<file path="config.mk">
export PLATFORM = sky130hd
export DESIGN_NAME = traffic_light_controller_2way
export DESIGN_NICKNAME = d
export VERILOG_FILES = /design/src/rtl/traffic_light_controller_2way.sv
export SDC_FILE = /design/constraint.sdc
export NUM_CORES = 1
export LEC_CHECK = 0
export ABC_AREA = 1
export CORE_MARGIN = 1
export CORE_UTILIZATION = 55
export CTS_CLUSTER_SIZE = 8
export DETAILED_ROUTE_END_ITERATION = 10
export GPL_ROUTABILITY_DRIVEN = 0
export PLACE_DENSITY = 0.84
export SLEW_MARGIN = 5
export SYNTH_ARGS = -nofsm -noshare
export SYNTH_HDL_FRONTEND = slang
export SYNTH_SLANG_ARGS = --single-unit
</file>
<file path="constraint.sdc">
create_clock -name clk -period 4 [get_ports clk]
set_input_delay 0.4 -clock clk [delete_from_list [all_inputs] [get_ports clk]]
set_output_delay 0.4 -clock clk [all_outputs]
set_load 0.01 [all_outputs]
</file>
<file path="src/rtl/traffic_light_controller_2way.sv">
// traffic_light_controller_2way: main/side crossing sequencer with all-red clearance, pedestrian walk and night flash
module traffic_light_controller_2way #(
  parameter int CNT_W       = 8,
  parameter int GREEN_TIME  = 10,
  parameter int YELLOW_TIME = 3,
  parameter int ALLRED_TIME = 2,
  parameter int PED_TIME    = 6
) (
  input  logic             clk,
  input  logic             reset,
  input  logic             tick_en,
  input  logic             ped_req,
  input  logic             night_mode,
  output logic             main_R,
  output logic             main_G,
  output logic             side_R,
  output logic             side_G,
  output logic             ped_walk,
  output logic             ped_pending,
  output logic [2:0]       phase,
  output logic [CNT_W-1:0] remain
);
  typedef enum logic [2:0] {
    MAIN_GREEN, MAIN_YELLOW, ALLRED_A, SIDE_GREEN, SIDE_YELLOW, ALLRED_B, PED_WALK, FLASH
  } state_t;
  state_t state, nxt;
  logic [CNT_W-1:0] cnt_nxt;
  logic [3:0] lamp_nxt;
  logic flash_on, flash_nxt, pend_nxt, go;
  function automatic logic [CNT_W-1:0] load(state_t s);
    case (s)
      MAIN_GREEN, SIDE_GREEN:   load = CNT_W'(GREEN_TIME - 1);
      MAIN_YELLOW, SIDE_YELLOW: load = CNT_W'(YELLOW_TIME - 1);
      ALLRED_A, ALLRED_B:       load = CNT_W'(ALLRED_TIME - 1);
      PED_WALK:                 load = CNT_W'(PED_TIME - 1);
      default:                  load = '0;
    endcase
  endfunction
  always_comb begin
    nxt = state;
    go = tick_en && (state == FLASH ? !night_mode : remain == '0);
    if (go)
      case (state)
        MAIN_GREEN:  nxt = MAIN_YELLOW;
        MAIN_YELLOW: nxt = ALLRED_A;
        ALLRED_A:    nxt = night_mode ? FLASH : SIDE_GREEN;
        SIDE_GREEN:  nxt = SIDE_YELLOW;
        SIDE_YELLOW: nxt = ALLRED_B;
        ALLRED_B:    nxt = night_mode ? FLASH : ped_pending ? PED_WALK : MAIN_GREEN;
        PED_WALK:    nxt = MAIN_GREEN;
        FLASH:       nxt = ALLRED_B;
      endcase
    cnt_nxt = nxt != state ? load(nxt) : (tick_en && remain != '0) ? remain - 1'b1 : remain;
    // flash starts on yellow and flips on every tick while night mode holds
    flash_nxt = nxt == FLASH && (state != FLASH || (flash_on ^ tick_en));
    pend_nxt = (nxt == PED_WALK && state != PED_WALK) ? 1'b0 : ped_pending || (ped_req && state != PED_WALK);
    lamp_nxt = nxt == FLASH ? {4{flash_nxt}} :
               {nxt != MAIN_GREEN, nxt inside {MAIN_GREEN, MAIN_YELLOW},
                nxt != SIDE_GREEN, nxt inside {SIDE_GREEN, SIDE_YELLOW}};
  end
  always_ff @(posedge clk or negedge reset)
    if (!reset) begin
      state <= ALLRED_B;
      remain <= CNT_W'(ALLRED_TIME - 1);
      flash_on <= 1'b0;
      ped_pending <= 1'b0;
      {main_R, main_G, side_R, side_G} <= 4'b1010;
      ped_walk <= 1'b0;
    end else begin
      state <= nxt;
      remain <= cnt_nxt;
      flash_on <= flash_nxt;
      ped_pending <= pend_nxt;
      {main_R, main_G, side_R, side_G} <= lamp_nxt;
      ped_walk <= nxt == PED_WALK;
    end
  assign phase = state;
endmodule

</file>
==> metrics.md <==
| Metric | Value |
|---|---|
| Hold Vio Cnt, Final | `0` |
| Initial DRC count | `27` |
| Crit Reg-Reg Startpoint | `remain[0]` |
| Post-synthesis sequential area ratio | `0.391` |
| Grt ovf | `0` |
| Detailed-route via count | `983` |
| Worst vdd ir | `0.000299 V` |
| Sequential share of power | `0.421` |
| Num CTS Buffers | `3` |
| Post-synthesis cell count | `136` |
| Yosys reg bits | `18` |
| NetSw | `0.232 mW` |
| Slew @ Worst Pin | `0.794 ns` |
| Post-route minimum period | `2.07 ns` |
| Mux cell area share after synthesis | `0` |
| Final #Nets | `167` |
| Synth Area in Simple Gates | `0.363` |
| Compound-Gate Fraction of Synth Area | `0.107` |
| Worst Hold Endpoint | `remain[0]` |
| Ys async rst share | `1.00` |
| Peak Freq | `just under 500 MHz` |
| Worst setup SP type | `flop` |
| Synth Area in XOR/XNOR | `0.0300` |
| Static leakage | `roughly 0.63 nW` |
| Number of synthesized flops with an enable pin | `0` |
| Reg2Reg Setup Slack | `1.93 ns` |
| Logic gate share of total power | `0.404` |
| Crit. End Element | `flop` |
| I/O Pins | `22` |
| Worst EP arrival | `around 2.3 ns` |
| Multi-input logic area | `609 um^2` |
| Die ar. | `2310 um^2` |
| CP required | `4.23 ns` |
| Vias in the first global route | `903` |
| Switching share of power | `0.360` |
| Setup Skew | `around 0.0092 ns` |
| Largest family of logic cells by synthesized area | `simple AND/OR/NAND/NOR gates` |
| Relative slew margins | `0.469` |
| Mapped Area | `1170 um^2` |
| Commonest non-fill, non-tap cell in the layout | `nand2_1` |
| RSZ-0062 raised after global routing | `no` |
| Pre-Repair DR Iteration Count | `5` |
| Post-CTS resize count | `0` |
| Worst Reg-to-Reg Cells | `13` |
| Final WL | `~2.4 mm` |
| Ant diodes | `0` |
| First-pass GRT wire length | `3.86 mm` |
| Post-CTS setup buffer count | `0` |
| Drt drc | `0` |
| Post-route ant nets | `0` |
| Antenna violations before repair | `0` |
| YS warnings | `0` |
| Top cells by area, synth | `dfrtp_1 28%, dfstp_2 11%, nand2_1 7.7%` |
| DP Wirelength | `roughly 1.9 mm` |
| Final Max Slew Viols | `0` |
| MaxCap Viol Count | `0` |
| Min-Delay Path Depth | `2` |
| Top cell type by total area after synthesis | `dfrtp_1` |
| DIE WIDTH | `48.1 um` |
| DR vias/cell | `5.28` |
| CP Class | `flop to flop` |
| Final non-filler cell total | `186` |
| Adder-cell share of the synthesized area | `0.0214` |
| PortBufs | `21` |
| Layout cells sized above 1 | `0.239` |
| Top FF cell, synth | `dfrtp_1` |
| Syn Area/Cell | `8.58 um^2` |
| GRT Total Usage | `0.243` |
| Status | `finished clean` |
| Period utilization | `0.518` |
| Netlist cell types | `33` |
| Most frequent cells in the layout | `24 x nand2_1, 21 x clkdlybuf4s50_1, 13 x nor2_1, 13 x dfrtp_1, 11 x inv_1` |
| Final setup violation count | `0` |
| Synth Net Count | `143` |
| Root buffer cell | `clkbuf_4` |
| Hold Path Origin | `remain[0]` |
| Power after layout | `0.645 mW` |
| Internal | `0.412 mW` |
| # fillers | `154` |
| Yosys top cell area share | `0.279` |
| CTS clock-pin slew for the worst setup and hold paths | `approximately 0.10 ns` |
| Setup TNS | `0 ns` |
| Clock sink count | `18` |
| Register area | `457 um^2` |
| Core Area | `1980 um^2` |
| Hold_buf cts | `0` |
| CTS tree | `built` |
| Placed instance count | `about 180` |
| Worst setup margin | `1.93 ns` |
| Hold Crit Class | `flop to flop` |
| Clock Power Share | `0.176` |
| Worst skew pair latency | `0.30 ns` |
| WL per Instance | `13.1 um` |
| Dpl ws | `roughly 1.8 ns` |
| Starting density of the core | `0.589` |
| R2r endpoint | `remain[0]` |
| PwrDens | `455 nW/um^2` |
| Row count | `16` |
| Htree depth | `1` |
| Die Ht | `48.1 um` |
| Largest net degree at the start of global routing | `19` |
| CTS Buffer Depth | `2` |
| Worst-path maximum fanout | `13` |
| Area grow syn2layout | `21.3%` |
## flip-flops by register name (all words and copies together) (netlist names)
name         cells
flash_on         1
main_G           1
main_R           1
ped_pending      1
ped_walk         1
phase            3
remain           8
side_G           1
side_R           1
## power groups by stage
stage / logic [mW] / clock network [mW] / registers, mW
3_5_place_dp: 0.261 / 0 / 0.274
2_1_floorplan: 0.142 / 0 / 0.285
4_1_cts: 0.262 / 0.116 / 0.271
3_3_place_gp: 0.258 / 0 / 0.272
6_report: 0.260 / 0.113 / 0.271
5_1_grt: 0.290 / 0.125 / 0.277
## synthesized netlist by cell type (2+ instances only)
master,number
a21oi_1,5
dfrtp_1,13
dfstp_2,5
ha_1,2
inv_1,11
inv_2,2
nand2_1,24
nand2_2,8
nand2_4,7
nand3_1,10
nor2_1,13
nor2_2,3
nor2_4,2
nor3_1,2
o21a_1,2
o21ai_0,6
o21ai_1,3
xnor2_1,2
xor2_1,2
## through the flow
stage,cell area (um^2),hold WS (ns),utilization
6_report,1420,0.536,0.715
5_1_grt,1420,0.575,0.715
4_1_cts,1420,0.532,0.715
3_5_place_dp,1380,0.518,0.696
3_3_place_gp,1380,0.503,0.696
2_1_floorplan,1170,0.104,-
## critical path: stages (launching register included)
cell,delay (ns)
dfstp_2,0.56
inv_1,0.09
ha_1,0.20
nand2_1,0.16
o21ai_4,0.12
nand2_4,0.18
nand2_1,0.09
nand2_2,0.15
inv_2,0.09
nand2_1,0.09
nand3_1,0.08
nand2_1,0.06
nor2_1,0.04
nor2_1,0.10
## worst max-delay path by stage
| stage | start | end | slack [ns] | cells after the start |
|---|---|---|---|---|
| 6_report | remain[0] | remain[0] | 1.93 | 13 |
| 5_1_grt | remain[1] | remain[0] | 1.77 | 13 |
| 4_1_cts | remain[0] | remain[0] | 1.94 | 13 |
| 3_5_place_dp | tick_en | remain[0] | 1.76 | 12 |
| 3_3_place_gp | tick_en | remain[0] | 1.86 | 12 |
| 2_1_floorplan | remain[0] | remain[0] | 2.25 | 14 |
## area by class of cell
cell class              instances  area share
inverters                      15      0.0495
flip-flops and latches         18       0.322
multi-input cells             101       0.430
well taps                      27      0.0239
repair buffers                 21       0.148
clock buffers                   4      0.0256
## cells by family (layout without fill, tap and decap cells)
family,after synthesis,in the layout
AOI/OAI and AO/OA,20,20
xor gates and xnor gates,4,4
and+or+nand+nor,75,75
adders and majority gates,2,2
DFF,18,18
buffers and inverters,17,40
## per-layer routing
layer / vias to the layer above / GRT usage / part of all wire
met1: 454 / 0.320 / 0.44
met2: 40 / 0.386 / 0.50
li1: 483 / - / -
met5: - / 0 / 0
met3: 6 / 0.0415 / 0.046
met4: 0 / 0.111 / 0.018
Power figures use the tool's default switching activity.
